--- config.mk ---
export PLATFORM = sky130hd
export DESIGN_NAME = univ_shift_reg
export DESIGN_NICKNAME = d
export VERILOG_FILES = /design/src/rtl/univ_shift_reg.sv
export SDC_FILE = /design/constraint.sdc
export NUM_CORES = 1
export LEC_CHECK = 0
export CELL_PAD_IN_SITES_DETAIL_PLACEMENT = 1
export CELL_PAD_IN_SITES_GLOBAL_PLACEMENT = 2
export CORE_ASPECT_RATIO = 0.75
export CORE_MARGIN = 2
export CORE_UTILIZATION = 22
export DETAILED_ROUTE_END_ITERATION = 8
export GPL_TIMING_DRIVEN = 0
export PLACE_DENSITY = 0.82
export SLEW_MARGIN = 20
export SYNTH_ARGS = -nofsm -noshare
export SYNTH_HDL_FRONTEND = slang
export SYNTH_SLANG_ARGS = --single-unit
--- constraint.sdc ---
create_clock -name clk -period 1.5 [get_ports clk]
set_clock_uncertainty 0.1 [all_clocks]
set_input_delay 0.3 -clock clk [delete_from_list [all_inputs] [get_ports clk]]
set_output_delay 0.3 -clock clk [all_outputs]
set_load 0.01 [all_outputs]
--- src/rtl/univ_shift_reg.sv ---
// Universal shift register: DEPTH lanes of WIDTH bits with shift up/down, parallel load,
// optional rotation, a registered tap output and a saturating fill counter.
module univ_shift_reg #(
    parameter int WIDTH  = 8,
    parameter int DEPTH  = 8,
    parameter int ROTATE = 0,
    localparam int TAP_W = $clog2(DEPTH),
    localparam int CNT_W = $clog2(DEPTH + 1)
) (
    input  logic                     clk,
    input  logic                     rst,
    input  logic                     en,
    input  logic [1:0]               mode,
    input  logic [WIDTH-1:0]         sin_up,
    input  logic [WIDTH-1:0]         sin_dn,
    input  logic [WIDTH*DEPTH-1:0]   par_in,
    input  logic [TAP_W-1:0]         tap_sel,
    output logic [WIDTH*DEPTH-1:0]   q,
    output logic [WIDTH-1:0]         sout_up,
    output logic [WIDTH-1:0]         sout_dn,
    output logic [WIDTH-1:0]         tap_out,
    output logic [CNT_W-1:0]         fill,
    output logic                     full
);

    localparam logic [1:0] MODE_UP   = 2'b01;
    localparam logic [1:0] MODE_DN   = 2'b10;
    localparam logic [1:0] MODE_LOAD = 2'b11;
    localparam logic [CNT_W-1:0] FILL_MAX = CNT_W'(DEPTH);
    localparam int TAP_N = 2 ** TAP_W;

    logic [WIDTH-1:0] stage_q [DEPTH];
    logic [WIDTH-1:0] stage_d [DEPTH];
    logic [WIDTH-1:0] tap_mux [TAP_N];
    logic [WIDTH-1:0] tap_q, tap_d;
    logic [CNT_W-1:0] fill_q, fill_d;

    generate
        for (genvar gi = 0; gi < DEPTH; gi++) begin : g_stage
            logic [WIDTH-1:0] up_src;
            logic [WIDTH-1:0] dn_src;
            logic [WIDTH-1:0] nxt;

            // End stages take either the serial input or the opposite end when rotating.
            if (gi == 0) begin : g_up_end
                assign up_src = (ROTATE != 0) ? stage_q[DEPTH-1] : sin_up;
            end else begin : g_up_mid
                assign up_src = stage_q[gi-1];
            end

            if (gi == DEPTH - 1) begin : g_dn_end
                assign dn_src = (ROTATE != 0) ? stage_q[0] : sin_dn;
            end else begin : g_dn_mid
                assign dn_src = stage_q[gi+1];
            end

            always_comb begin
                nxt = stage_q[gi];
                if (en) begin
                    case (mode)
                        MODE_UP:   nxt = up_src;
                        MODE_DN:   nxt = dn_src;
                        MODE_LOAD: nxt = par_in[gi*WIDTH +: WIDTH];
                        default:   nxt = stage_q[gi];
                    endcase
                end
            end

            assign stage_d[gi]             = nxt;
            assign q[gi*WIDTH +: WIDTH]    = stage_q[gi];
        end

        // Tap indices past the last stage read as zero.
        for (genvar gi = 0; gi < TAP_N; gi++) begin : g_tap
            if (gi < DEPTH) begin : g_real
                assign tap_mux[gi] = stage_q[gi];
            end else begin : g_pad
                assign tap_mux[gi] = '0;
            end
        end
    endgenerate

    assign tap_d = tap_mux[tap_sel];

    always_comb begin
        fill_d = fill_q;
        if (en) begin
            case (mode)
                MODE_UP, MODE_DN: begin
                    if (ROTATE == 0 && fill_q != FILL_MAX) begin
                        fill_d = fill_q + 1'b1;
                    end
                end
                MODE_LOAD: fill_d = FILL_MAX;
                default:   fill_d = fill_q;
            endcase
        end
    end

    always_ff @(posedge clk) begin
        if (rst) begin
            for (int i = 0; i < DEPTH; i++) begin
                stage_q[i] <= '0;
            end
            tap_q  <= '0;
            fill_q <= '0;
        end else begin
            stage_q <= stage_d;
            tap_q   <= tap_d;
            fill_q  <= fill_d;
        end
    end

    assign sout_up = stage_q[DEPTH-1];
    assign sout_dn = stage_q[0];
    assign tap_out = tap_q;
    assign fill    = fill_q;
    assign full    = (fill_q == FILL_MAX);

endmodule

* Word level (Yosys, flattened, before mapping)
Index checks and enable logic that the tools add are counted.
** Word-level totals
- Flip-flop bits (word level) :: 76
- Latch bits :: 0
- Bits in writable memories :: 0
- Memory bits (read-only) :: 0
- Input port bits :: 88
- Output and inout bits :: 93
- Memories :: 0
** Operators by class
- Add/subtract/negate cells :: 1
- $mul :: 0
- Div/mod/pow operators :: 0
- $lt $le $gt $ge :: 1
- Equality and inequality tests :: 6
- Shifts and indexed selects :: 0
- Mux-type cells :: 13
- Bitwise gates (word level) :: 1
- Reduce and logical (&&, ||, !) cells :: 5
** Operator list (count)
- one-hot mux 8 bit (3 select lines) :: 8
- binary-select mux 8 bit (select 3 bit) :: 1
- 2-to-1 mux 8 bit :: 2
- one-hot mux 4 bit (2 select lines) :: 1
- adder 4 x 1 -> 4 bit, second input constant :: 1
- equality test 2 bit, second input constant :: 2
- equality test 4 bit, second input constant :: 1
- greater-or-equal comparator 4 bit, second input constant :: 1
- 2-to-1 mux 4 bit :: 1
- != test 4 bit, second input constant :: 1
- NOT 3 -> 4 bit :: 1
- AND reduction 3 bit :: 1
- nonzero test 3 bit :: 1
- equality test 2 x 1 -> 1 bit, second input constant :: 1
- != test 2 bit, second input constant :: 1
- AND reduction 2 bit :: 1
- nonzero test 2 bit :: 1
- OR reduction 2 bit :: 1

* Logic depth before layout (Yosys ltp)
- Depth in word-level cells :: 4
- Mapped depth :: 8
- Depth with buffers taken out :: 6

* Least setup slack after synthesis
No wires, ideal clock.
- Path type :: input to register
- Start :: in mode[0]
- End :: reg stage_q (netlist bit g_stage[1].dn_src[1])
- Setup time :: 0.132 ns
- Arrival time :: 1.349 ns
- Data required time :: 1.268 ns
- Setup slack :: -0.082 ns
- Stages on the path :: 7
- Path through :: inv_1 ha_1 or2_2 buf_2 buf_2 o211ai_1 a21oi_1
** Between the ends
- Longest elaborated chain between the ends :: 3
** Ends and longest elaborated chain
- from (decl) :: line 13 : input logic [1:0] mode,
- equality test 2 bit or equality test 2 x 1 -> 1 bit (tied branches) :: line 60 : case (mode)
- nonzero test 3 bit (no line)
- AND reduction 2 bit (no line)
- to (signal assigned) :: line 108 : stage_q <= stage_d;
- to (decl) :: line 32 : logic [WIDTH-1:0] stage_q [DEPTH];
Several ways; a longest one is shown, not always the timed one.
A chain may end at the register's enable or synchronous reset.

* Worst setup path in the final report
- Start :: reg fill_q[1] (netlist: fill[1])
- End :: out full
** Between the ends
- Longest elaborated chain between the ends :: 1
** Ends and longest elaborated chain
- from (decl) :: line 36 : logic [CNT_W-1:0] fill_q, fill_d;
- from (signal assigned) :: line 110 : fill_q <= fill_d;
- equality test 4 bit :: line 118 : assign full = (fill_q == FILL_MAX);
- to (decl) :: line 23 : output logic full
Every way passes these cells.

==> flow_summary.yaml <==
outcome:
  status: "finished with violations"
  violations: "setup timing"
cells_and_area:
  nFillCells: 2440
  num_antenna_cells: 0
  postLayoutCellArea_mm2: 0.00757
  register_area_mm2: 0.00167
  multi_input_area_mm2: 0.00274
  layout-drive-gt1-share_pct: 24.3
  num-nets-final: 884
  syn_to_final_growth_pct: 64.4
floorplan:
  pin_count: 181
  chipHeight_um: 129
  core_area_mm2: 0.0204
  start_util_pct: 22.6
  die_width_um: 171
  dieArea_mm2: 0.0221
  num_rows: 45
clock_network:
  ctsRootBufferMaster: "clkbuf_16"
  cts.sinks: 76
  htree_levels: 3
  cts_inserted_buffers: 9
  clkTransAtPathRegs_ps: 60
  clk_path_buf_depth: 2
  clk_latency_ps: 340
  cts_tree: "done"
synthesis:
  ys_seq_area_share_pct: 33.0
  synth_warnings: 0
  synth_seq_cells: 76
  synth_area_mm2: 0.00461
  synth_cells: 576
  ys_types: 33
  synth_nets: 670
  syn_avg_cell_area_um2: 8.00
timing:
  setup_viol: 1
  hold_violations: 0
  min_period_ps: 1580
  slew_violations: 0
  tightest_slew_ps: 681
  min_period_over_period_pct: 105
  fin_ws_ps: -77.1
  maxSlewHeadroom_pct: 54.4
  rsz0062_at_grt: "yes"
  fmax_ghz: 0.634
grt:
  grt_usage_pct: 20.6
  grt.met3_usage_pct: 4.28
  grt_overflow: 0
  grtUsageMet1_pct: 28.3
  grt_use_met2_pct: 32.9
  grt_max_degree: 13
  antenna_found_initial: 0
  grt_pass1_vias: 5361
  grt_pass1_wl_um: 33700
  busiest_layer: "met2"
critical_path:
  critPathArrivalTime_ps: 1180
  r2r_slack_ps: 50
  crit_path_start_kind: "flip-flop"
  critPathRequiredTime_ps: 1100
  crit_path_end_kind: "output port"
  worstSetupPathType: "flip-flop to output port"
  crit_fanout: 2
power_and_ir_drop:
  p_total_mw: 6.39
  p_comb_share_pct: 24.6
  power_density_mw_per_mm2: 844
  seqPwrFrac_pct: 36.6
  peakVddDrop_mv: 0.522
  clkPwrFrac_pct: 38.8
  netSwitchingFraction_pct: 28.8
  power.internal_mw: 4.56
  cellLeakagePower_nw: 3.18
  p_switching_mw: 1.84
placement:
  dp_hpwl_um: 17200
  routabilityCongestion: 0.804
  dpl-instance-area_mm2: 0.00678
  place_ws_ps: -1240
  portBuffers: 177
run:
  cap_violations: 0
route:
  ant_nets: 0
  avgViaCountPerCell: 4.96
  firstDrtPassIters: 7
  wl_per_cell_um: 21.4
  first_iter_violations: 394
  drc: 0
  vias: 5347
  wl_um: 23000
worst_hold_path:
  min_path_type: "input port to flip-flop"
-- final cells by class --
class                      instances  area share [%]
clock buffer                      13            3.57
buffer                            69            7.24
tap                              282            4.66
multi-input combinational        424            36.2
sequential                        76            22.1
inverter                           6           0.297
timing repair buffer             204            25.0
clock inverter                     3           0.892
-- worst max-delay path, stage by stage (launching register included) --
cell and delay [ps]:
dfxtp_2 340, inv_2 50, ha_4 150, and3b_1 160, buf_2 140
-- layer usage --
metal | up-vias | part of all wire [%] | routed length [um]
met4 | 0 | 1.8 | 420
li1 | 2484 | - | -
met5 | - | 0 | 0
met1 | 2596 | 46 | 10500
met2 | 238 | 45 | 10300
met3 | 29 | 7.7 | 1780
-- cell usage after synthesis --
cell      instances  area, um2
buf_6             3       33.8
clkbuf_2          2       10.0
o21a_1            1       7.51
o211ai_1         64        480
nor2_1            4       15.0
a221o_1           8       80.1
ha_1              6       75.1
a21oi_1          68        340
nand4b_1          1       8.76
nand2_1         120        450
buf_2            26        130
o21ai_0          25        125
mux4_1           12        315
buf_1             1       3.75
and3_1            1       6.26
a32o_1            1       10.0
and2_1            1       6.26
buf_8             1       15.0
o21ai_1          32        160
or2_2             1       6.26
inv_1             6       22.5
a31oi_1           1       6.26
buf_4            16        120
mux4_2            4       90.1
and3b_1           1       8.76
dfxtp_1          76       1520
nand3_1           1       5.00
a22o_1            8       70.1
nor2b_1          59        369
nor3b_1           2       15.0
nand2b_1          2       12.5
clkbuf_1         21       78.8
a211oi_1          1       7.51
-- layout by cell type (no fill, tap or decap), types with 10 or more instances in the layout --
cell	n
o21ai_1	37
dfxtp_2	38
mux4_1	12
buf_6	16
o211ai_1	64
dfxtp_4	28
nand2_1	120
o21ai_0	20
dlygate4sd2_1	78
clkbuf_16	10
clkdlybuf4s15_1	10
buf_4	55
a21oi_1	68
nor2b_1	58
clkdlybuf4s50_1	81
dfxtp_1	10
-- path summary, 6_finish.rpt --
check,startpoint,end,cells after the start
hold reg to reg,g_stage[2].dn_src[7],g_stage[2].dn_src[7],2
hold / removal,rst,fill[2],3
setup / recovery,fill[1],full,4
setup reg to reg,sout_dn[6],tap_out[6],3
-- sequential cells by signal, summed over array words and instances, names as in the netlist --
signal          count
sout_dn             8
fill                4
tap_out             8
sout_up             8
g_stage.dn_src     48
-- timing repair --
| item | in CTS | in global routing |
|---|---|---|
| hold buffers | 0 | 0 |
| setup buffers | 16 | 10 |
| gates cloned | 0 | 1 |
| pin swaps | 4 | 11 |
| resized for setup | 247 | 68 |
| setup endpoints to repair | 161 | 81 |
-- logic make-up (layout without fill, tap and decap cells) --
family,count (synthesis),after routing,synth area share (%)
AO/OA/AOI/OAI,209,209,27.9
adder cells (fa/ha/maj),6,6,1.63
buffers and inverters,76,295,8.99
flip-flops,76,76,33.0
multiplexers,16,16,8.80
AND/OR/NAND/NOR,193,193,19.6
-- through the flow --
step	cells	hold slack, ps	TNS [ps]	utilization, %
6_report	1077	265	-77.1	37.2
5_1_grt	1077	267	-165	37.2
4_1_cts	1067	257	-99.4	36.2
3_5_place_dp	1035	423	-63500	33.3
3_3_place_gp	1035	412	-60920	33.3
2_1_floorplan	576	408	-0.722	-
-- power by group through the flow --
| stage | clock [mW] | combinational (mW) | sequential (mW) |
|---|---|---|---|
| after detailed placement | 0 | 1.48 | 2.41 |
| after global placement | 0 | 1.46 | 2.41 |
| final | 2.48 | 1.57 | 2.34 |
| after global routing | 2.59 | 1.71 | 2.35 |
| after CTS | 2.51 | 1.49 | 2.34 |
| after floorplan | 0 | 0.690 | 2.34 |
(Power assumes the default switching activity.)
